===== src/rtl/display_source_scheduler_pkg.sv =====
// Shared widths and the digit sanitiser for the display source scheduler.
package display_pkg;

  localparam int DIGIT_W     = 5;
  localparam int NUM_W       = 20;
  localparam int RANGE_W     = 2;
  localparam int BCD_MAX     = 9;
  localparam int FRAME_W_DEF = 19;
  localparam int N_DIGITS    = NUM_W / DIGIT_W;

  // A digit whose BCD field is not a decimal value is blanked, dp included.
  function automatic logic [NUM_W-1:0] sanitise(input logic [NUM_W-1:0] num);
    logic [NUM_W-1:0] r;
    r = num;
    for (int unsigned i = 0; i < N_DIGITS; i++) begin
      if (num[i*DIGIT_W +: 4] > 4'(BCD_MAX))
        r[i*DIGIT_W +: DIGIT_W] = '0;
    end
    return r;
  endfunction

endpackage


===== src/rtl/display_source_scheduler_rr_arbiter.sv =====
// Round-robin arbiter: first requester at or after the start pointer wins.
module rr_arbiter #(
  parameter int N     = 4,
  parameter int IDX_W = (N > 1) ? $clog2(N) : 1
) (
  input  logic [N-1:0]     req_i,
  input  logic [IDX_W-1:0] pointer_i,
  input  logic             enable_i,
  output logic [N-1:0]     grant_o,
  output logic [IDX_W-1:0] index_o,
  output logic             any_o
);

  int unsigned pos;

  always_comb begin
    grant_o = '0;
    index_o = '0;
    any_o   = 1'b0;
    pos     = 0;
    for (int unsigned k = 0; k < N; k++) begin
      pos = (32'(pointer_i) + k) % N;
      if (enable_i && !any_o && req_i[pos]) begin
        any_o        = 1'b1;
        index_o      = IDX_W'(pos);
        grant_o[pos] = 1'b1;
      end
    end
  end

endmodule


===== src/rtl/display_source_scheduler.sv =====
// Frame counter, round-robin source selection and frame-aligned display latches
// for the shared 4-digit seven-segment indicator.
module display_source_scheduler
  import display_pkg::*;
#(
  parameter int N_SRC        = 4,
  parameter int DWELL_FRAMES = 64,
  parameter int FRAME_W      = FRAME_W_DEF
) (
  input  logic                     clk_200MHz,
  input  logic                     reset,
  input  logic [N_SRC-1:0]         src_req,
  input  logic [N_SRC*NUM_W-1:0]   src_number,
  input  logic [N_SRC*RANGE_W-1:0] src_range,
  input  logic                     hold,
  output logic [N_SRC-1:0]         src_grant,
  output logic [N_SRC-1:0]         src_ack,
  output logic [FRAME_W-1:0]       one_indicator_time,
  output logic [NUM_W-1:0]         displayed_number,
  output logic [RANGE_W-1:0]       mmcn_leds
);

  localparam int IDX_W = $clog2(N_SRC);
  localparam int DW_W  = (DWELL_FRAMES > 1) ? $clog2(DWELL_FRAMES) : 1;

  localparam logic ST_IDLE = 1'b0;
  localparam logic ST_SHOW = 1'b1;

  logic [FRAME_W-1:0] cnt_q, cnt_d;
  logic               state_q, state_d;
  logic [N_SRC-1:0]   grant_q, grant_d;
  logic [N_SRC-1:0]   ack_q, ack_d;
  logic [NUM_W-1:0]   num_q, num_d;
  logic [RANGE_W-1:0] leds_q, leds_d;
  logic [DW_W-1:0]    dwell_q, dwell_d;
  logic [IDX_W-1:0]   ptr_q, ptr_d;

  logic               boundary;
  logic [N_SRC-1:0]   win_grant;
  logic [IDX_W-1:0]   win_idx;
  logic               win_any;

  assign boundary = &cnt_q;

  // ptr_q holds the index the next search starts from (last winner + 1).
  rr_arbiter #(.N(N_SRC), .IDX_W(IDX_W)) u_arb (
    .req_i     (src_req),
    .pointer_i (ptr_q),
    .enable_i  (boundary),
    .grant_o   (win_grant),
    .index_o   (win_idx),
    .any_o     (win_any)
  );

  always_comb begin
    cnt_d   = cnt_q + 1'b1;
    state_d = state_q;
    grant_d = grant_q;
    ack_d   = '0;
    num_d   = num_q;
    leds_d  = leds_q;
    dwell_d = dwell_q;
    ptr_d   = ptr_q;
    if (boundary) begin
      if (state_q == ST_IDLE || (!hold && dwell_q == '0)) begin
        if (win_any) begin
          state_d = ST_SHOW;
          grant_d = win_grant;
          ack_d   = win_grant;
          num_d   = sanitise(src_number[32'(win_idx)*NUM_W +: NUM_W]);
          leds_d  = src_range[32'(win_idx)*RANGE_W +: RANGE_W];
          dwell_d = DW_W'(DWELL_FRAMES - 1);
          ptr_d   = (win_idx == IDX_W'(N_SRC - 1)) ? '0 : win_idx + 1'b1;
        end else if (state_q == ST_SHOW) begin
          state_d = ST_IDLE;
          grant_d = '0;
        end
      end else if (!hold) begin
        dwell_d = dwell_q - 1'b1;
      end
    end
  end

  always_ff @(posedge clk_200MHz) begin
    if (!reset) begin
      cnt_q   <= '0;
      state_q <= ST_IDLE;
      grant_q <= '0;
      ack_q   <= '0;
      num_q   <= '0;
      leds_q  <= '0;
      dwell_q <= '0;
      ptr_q   <= '0;
    end else begin
      cnt_q   <= cnt_d;
      state_q <= state_d;
      grant_q <= grant_d;
      ack_q   <= ack_d;
      num_q   <= num_d;
      leds_q  <= leds_d;
      dwell_q <= dwell_d;
      ptr_q   <= ptr_d;
    end
  end

  assign one_indicator_time = cnt_q;
  assign src_grant          = grant_q;
  assign src_ack            = ack_q;
  assign displayed_number   = num_q;
  assign mmcn_leds          = leds_q;

endmodule

===== config.mk =====
export PLATFORM = sky130hd
export DESIGN_NAME = display_source_scheduler
export DESIGN_NICKNAME = d
export VERILOG_FILES = /design/src/rtl/display_source_scheduler_pkg.sv /design/src/rtl/display_source_scheduler_rr_arbiter.sv /design/src/rtl/display_source_scheduler.sv
export SDC_FILE = /design/constraint.sdc
export NUM_CORES = 1
export LEC_CHECK = 0
export CAP_MARGIN = 5
export CORE_UTILIZATION = 44
export DETAILED_ROUTE_END_ITERATION = 6
export PLACE_DENSITY = 0.9
export SLEW_MARGIN = 5
export SYNTH_ARGS = -nofsm -noshare
export SYNTH_HDL_FRONTEND = slang
export SYNTH_HIERARCHICAL = 1
export SYNTH_SLANG_ARGS = --single-unit

===== constraint.sdc =====
create_clock -name clk_200MHz -period 5.05 [get_ports clk_200MHz]
set_clock_uncertainty 0.05 [all_clocks]
set_input_delay 1.515 -clock clk_200MHz [delete_from_list [all_inputs] [get_ports clk_200MHz]]
set_output_delay 1.515 -clock clk_200MHz [all_outputs]
set_load 0.1 [all_outputs]

==> After elaboration in Yosys (flattened, before gate mapping) <==
Index checks and enable logic that the tools add are counted.
{ "op_classes": {"n_addsub": 6, "mul": 1, "n_lt_le_gt_ge": 12, "n_eq_ne": 3, "shift": 2, "n_mux": 39, "n_bitwise": 4, "reduce_logical": 25} }
{ "ops": {"columns": ["operator", "n"], "rows": [
  ["$shiftx 80x8->20", 1],
  ["$reduce_and 21->1", 3],
  ["$mux 4", 6],
  ["$reduce_and 22->1", 1],
  ["$mux 5", 4],
  ["$reduce_and 20->1", 1],
  ["$add 19x1->19 const B", 1],
  ["$reduce_and 19->1", 1],
  ["$mux 6", 3],
  ["$gt 4x4->1 const B", 4],
  ["$mux 1", 13],
  ["$logic_and 1x1->1", 12],
  ["$lt 2x3->1 const B", 4],
  ["$or 4x4->4", 3],
  ["$mux 2", 5],
  ["$bmux 1 s2", 4],
  ["$demux 1 s2", 4],
  ["$ge 2x1->1 const B", 4],
  ["$shiftx 8x4->2", 1],
  ["$logic_not 6->1", 1],
  ["$sub 6x1->6 const B", 1],
  ["$mul 2x3->5 const B", 1],
  ["$add 2x1->2 const B", 2],
  ["$add 2x2->2 const B", 2],
  ["6 further kinds", 10]
]} }
{ "totals": {"register_bits": 58, "out_inout_bits": 49, "elab_cells": 100} }

==> Logic depth before layout (Yosys ltp) <==
{ "depth": {"word_depth": 20, "depth_mapped": 17} }

==> By module <==
The synthesis kept the hierarchy.
{ "modules_own_cells": {"columns": ["mod", "n_inst", "cells_per_inst", "area_each_um2", "seq_area_each_um2"], "rows": [
  ["display_source_scheduler", 1, 325, 3128.0, 1161.1],
  ["rr_arbiter", 1, 66, 549.3, 0.0]
]} }

==> Worst setup path before layout <==
Ideal clock, no wire load.
{ "synth_path": {"path_type": "reg-to-reg", "startpoint": "register cnt_q[0], in the netlist one_indicator_time[0]", "endpoint": "register num_q[9], in the netlist displayed_number[9]", "arrival_time_ns": 4.746, "required_ns": 4.875, "path_slack_ns": 0.129, "stages_incl_launch_ff": 17, "n_path_buf": 4, "synth_period_minus_slack_ns": 4.921, "cell_sequence": "dfxtp_1 ha_1 inv_1 nor4_1 nand2b_1 clkbuf_1 clkinv_1 buf_1 nand2_1 nor4b_1 o22ai_1 o2bb2ai_1 clkbuf_1 clkbuf_1 mux4_2 nand3b_1 a21boi_0"} }
{ "synth_between": {"elab_chain_cells": 19} }
{ "synth_lines": {"columns": ["element", "line_no", "rtl"], "rows": [
  ["start: declaration", "display_source_scheduler.sv:29", "logic [FRAME_W-1:0] cnt_q, cnt_d;"],
  ["start signal: assignment", "display_source_scheduler.sv:95", "cnt_q <= cnt_d;"],
  ["$reduce_and 19->1 *", "display_source_scheduler.sv:43", "assign boundary = &cnt_q;"],
  ["via boundary", "display_source_scheduler.sv:38", "logic boundary;"],
  ["$logic_and 1x1->1", "display_source_scheduler_rr_arbiter.sv:23", "if (enable_i && !any_o && req_i[pos]) begin"],
  ["$mux 1", "display_source_scheduler_rr_arbiter.sv:23", null],
  ["$logic_not 1->1", "display_source_scheduler_rr_arbiter.sv:23", null],
  ["$logic_and 1x1->1 (2 in a row)", "display_source_scheduler_rr_arbiter.sv:23", null],
  ["$mux 1", "display_source_scheduler_rr_arbiter.sv:23", null],
  ["$logic_not 1->1", "display_source_scheduler_rr_arbiter.sv:23", null],
  ["[3 not listed]", null, null],
  ["$logic_not 1->1", "display_source_scheduler_rr_arbiter.sv:23", null],
  ["$logic_and 1x1->1 (2 in a row)", "display_source_scheduler_rr_arbiter.sv:23", null],
  ["$mux 2 *", "display_source_scheduler_rr_arbiter.sv:23", null],
  ["via win_idx[1]", "display_source_scheduler.sv:40", "logic [IDX_W-1:0] win_idx;"],
  ["$mul 2x3->5 *", "display_source_scheduler.sv:70", "num_d = sanitise(src_number[32'(win_idx)*NUM_W +: NUM_W]);"],
  ["$shiftx 80x8->20 *", "display_source_scheduler.sv:70", null],
  ["$gt 4x4->1", "display_source_scheduler_pkg.sv:16", "if (num[i*DIGIT_W +: 4] > 4'(BCD_MAX))"],
  ["$mux 5 *", "display_source_scheduler_pkg.sv:16", null],
  ["end signal: assignment", "display_source_scheduler.sv:99", "num_q <= num_d;"],
  ["end: declaration", "display_source_scheduler.sv:33", "logic [NUM_W-1:0] num_q, num_d;"]
]} }
The timed path passes the listed nets; every way through them passes the cells marked *.
A chain may end at the register's enable or synchronous reset.

==> Worst setup path after layout <==
{ "layout_path": {"startpoint": "input src_req[3]", "endpoint": "register ptr_q[0]"} }
{ "layout_rtl": {"columns": ["element", "line_no", "rtl"], "rows": [
  ["start: declaration", "display_source_scheduler.sv:12", "input logic [N_SRC-1:0] src_req,"],
  ["$bmux 1 s2", "display_source_scheduler_rr_arbiter.sv:23", null],
  ["$mux 1 (not written as such)", "display_source_scheduler_rr_arbiter.sv:23", null],
  ["$logic_and 1x1->1", "display_source_scheduler_rr_arbiter.sv:23", null],
  ["$mux 1", "display_source_scheduler_rr_arbiter.sv:23", null],
  ["$logic_not 1->1", "display_source_scheduler_rr_arbiter.sv:23", null],
  ["$logic_and 1x1->1 (2 in a row)", "display_source_scheduler_rr_arbiter.sv:23", null],
  ["$mux 1", "display_source_scheduler_rr_arbiter.sv:23", null],
  ["$logic_not 1->1", "display_source_scheduler_rr_arbiter.sv:23", null],
  ["$logic_and 1x1->1 (2 in a row)", "display_source_scheduler_rr_arbiter.sv:23", null],
  ["$mux 1", "display_source_scheduler_rr_arbiter.sv:23", null],
  ["$logic_not 1->1", "display_source_scheduler_rr_arbiter.sv:23", null],
  ["$logic_and 1x1->1 (2 in a row)", "display_source_scheduler_rr_arbiter.sv:23", null],
  ["$mux 1 *", "display_source_scheduler_rr_arbiter.sv:23", null],
  ["via win_any", "display_source_scheduler.sv:41", "logic win_any;"],
  ["$reduce_and 21->1 (no line) *", null, null],
  ["end signal: assignment", "display_source_scheduler.sv:102", "ptr_q <= ptr_d;"],
  ["end: declaration", "display_source_scheduler.sv:36", "logic [IDX_W-1:0] ptr_q, ptr_d;"]
]} }
The timed path passes the listed nets; every way through them passes the cells marked *. The select of a mux whose other input is x is not followed.

==> out/results.tsv <==
metric	value	unit
RSZ-0062 raised after global routing	no	
status	completed	
Post-Syn Area	3677	um^2
path depth of the worst reg2reg path	11	
Worst-path clk slew	0.07	ns
Hold Path End	displayed_number[8]$_SDFFE_PN0P_	
reg-to-reg setup timing slack	0.74	ns
die height	93.42	um
#FFs+latches synth	58	
area delta synth->final	46.61	%
CTS sink count	58	
Hold Crit Class	reg2reg	
Synth top area share	31.58	%
WL final	10390	um
DR DRC count	0	
WHS Path Cells	2	
leakage	1.831	nW
GRT Util Overall	25.14	%
Final min period	4.581	ns
leading area contributor after synthesis	dfxtp_1	
Port Buffers	143	
Peak supply drop	0.1355	mV
top-level I/O count	144	
Clk pwr share	39.5	%
Vias	3633	
CTS resizes	0	
worst path cell trace	clkdlybuf4s50_1 -> mux4_2 -> or2_4 -> o31a_1 -> nor4b_1 -> a31oi_1 -> or3_1 -> buf_4 -> or3_1 -> a21boi_1	
postcts setup bufs	0	
total of max-cap violations	0	
worst-path maximum fanout	25	
number of global-route vias before repair	3563	
Reg2Reg Launch Point	ptr_q[0]$_SDFFE_PN0P_	
Initial Util	46.62	%
die width	93.42	um
CP arrival	4.80	ns
critical path data required time	5.27	ns
Initial DRC Count	187	
min-delay src	displayed_number[8]$_SDFFE_PN0P_	
Met3 Wirelength	743	um
FMAX	218.3	MHz
Finished Cell Area	5391	um^2
RD Place Congestion	0.8848	
setup TNS	0	ns
wire per inst	16.37	um
diodes inserted	0	
global route total overflow	0	
Post-synth EDFFs	0	
pins over their slew limit	0	
largest net degree at the start of global routing	39	
Final Setup Violations	0	
sequential power share	46.2	%
fraction of registers with async set/reset	0	%
metal2 WL	5501	um
CTS tree	yes	
Worst Setup Start Kind	input port	
measured slew at the worst slew-check pin	1.178	ns
NetSw	251.4	uW
dominant synthesized flop cell	dfxtp_1	
PwrDens	185.3	nW/um^2
nets@finish	635	
CP max stage delay	0.62	ns
vias per inst	5.721	
most common cell after layout, fill and taps aside	clkdlybuf4s50_1	
initial antenna violation count	0	
Comb pwr share	14.3	%
Mapped Avg Cell Area	9.405	um^2
DR top layer	met4	
CTS Buf Count	9	
commonest cells after routing, fill and taps aside	143 x clkdlybuf4s50_1, 58 x dfxtp_1, 51 x nand2_1	
crit share post-route	90.72	%
clk_lat worst skew	0.34	ns
Total Power	999.2	uW
final hold vios	0	
post-DP HPWL	8172	um
maximum buffer depth of the clock tree	2	
met1 wire length	3929	um
Post-Syn Instances	391	
slowest cell on the critical path	clkdlybuf4s50_1	
Post-DP Area	5204	um^2
cell mode on critical path	or3_1	
Distinct cells, synth	55	
Synth Warn #	6	
cts hold-fix bufs	0	
Int Power	747.7	uW
reg2reg end	displayed_number[11]$_SDFFE_PN0P_	
first-pass GRT wire length	17170	um
root buffer cell	clkbuf_8	
# rows	32	
sequential area share after synthesis	31.58	%
Net Sw Frac	25.16	%
die footprint	8727	um^2
ranking of synthesized cells by area	dfxtp_1 32%, mux4_2 15%, a21boi_0 5.7%	
Crit. End Element	flop	
post-route ant nets	0	
layout cells sized above 1	10.69	%
syn_nets	498	
CP Class	in2reg	
total core area	7888	um^2
Slew headroom	21.19	%
drt pass-1 iters	5	
H-tree levels	3	
[Yosys cell counts, types with 2 or more instances]
library cell / instances
a21oi_1: 6
buf_6: 2
a21o_1: 2
or3_1: 6
buf_2: 7
a31oi_1: 2
nor2_1: 14
nor3_1: 7
inv_1: 13
nand3_1: 21
dfxtp_1: 58
nand3b_1: 17
and3_1: 2
nor2b_1: 8
and4_1: 3
nor4b_1: 2
o2bb2ai_1: 5
nand4_1: 9
o211a_1: 3
clkbuf_1: 13
mux4_2: 24
o21ai_0: 7
a21boi_1: 4
o22ai_1: 2
o21a_1: 3
xnor2_1: 9
xor2_1: 5
a21boi_0: 28
ha_1: 12
and2_1: 16
mux4_1: 2
nand2_1: 51
mux2i_1: 6
[flip-flops by register name, summed over array words and instances (netlist names)]
signal	flops
displayed_number	20
one_indicator_time	19
dwell_q	6
src_ack	4
src_grant	4
mmcn_leds	2
ptr_q	2
state_q	1
[logic make-up (layout without fill, tap and decap cells)]
family | Yosys count | count (layout) | share of synthesized area, %
AOI/OAI and AO/OA | 71 | 71 | 14.12
muxes | 33 | 33 | 18.07
adders and majority gates | 12 | 12 | 4.083
buffers and inverters | 37 | 179 | 4.423
xor gates and xnor gates | 14 | 14 | 3.335
and+or+nand+nor | 166 | 166 | 24.40
DFF | 58 | 58 | 31.58
[per-layer routing]
metal	global-route usage, %	vias to the layer above
met2	46.88	163
met4	6.923	0
li1	-	1701
met1	26.87	1745
met3	8.293	24
met5	0	-
[worst max-delay path: cells and delay by family]
kind,cells,cell delay [ns]
and+or+nand+nor,4,1.27
buffers and inverters,2,0.84
muxes,1,0.42
AOI/OAI and AO/OA,3,0.75
[per-stage QoR]
stage / setup WS (ns) / util, % / hold WS (ns) / cells
3_3_place_gp: 0.3063 / 65.97 / 0.3911 / 619
3_5_place_dp: 0.1386 / 65.97 / 0.4097 / 619
4_1_cts: 0.4989 / 68.35 / 0.4188 / 635
5_1_grt: 0.2833 / 68.35 / 0.4428 / 635
6_report: 0.4685 / 68.35 / 0.4149 / 635
2_1_floorplan: 0.1291 / - / 0.4060 / 391
[layout make-up]
cell class	count	area, um^2
Fill cell	581	2496
Multi-Input combinational cell	296	2374
Timing Repair Buffer	149	1489
Sequential cell	58	1161
Clock buffer	10	137.6
Tap cell	102	127.6
Inverter	14	52.55
Clock inverter	6	50.05
[worst max-delay path by stage]
stage          slack, ns                          endpoint                        startpoint  depth (start not counted)
2_1_floorplan       0.13  displayed_number[9]$_SDFFE_PN0P_  one_indicator_time[0]$_SDFF_PN0_                         16
3_3_place_gp        0.31             ptr_q[0]$_SDFFE_PN0P_                        src_req[3]                         10
3_5_place_dp        0.14             ptr_q[0]$_SDFFE_PN0P_                        src_req[3]                         10
4_1_cts             0.50             ptr_q[0]$_SDFFE_PN0P_                        src_req[3]                         10
5_1_grt             0.28             ptr_q[0]$_SDFFE_PN0P_                        src_req[3]                         10
6_report            0.47             ptr_q[0]$_SDFFE_PN0P_                        src_req[3]                         10
[power by group through the flow]
stage	sequential (mW)	combinational [mW]	clock [mW]
floorplan	0.486	0.0405	0
global placement	0.472	0.138	0
detailed placement	0.472	0.142	0
CTS	0.462	0.143	0.401
global route	0.462	0.151	0.419
finish	0.462	0.143	0.394
(Power assumes the default switching activity.)
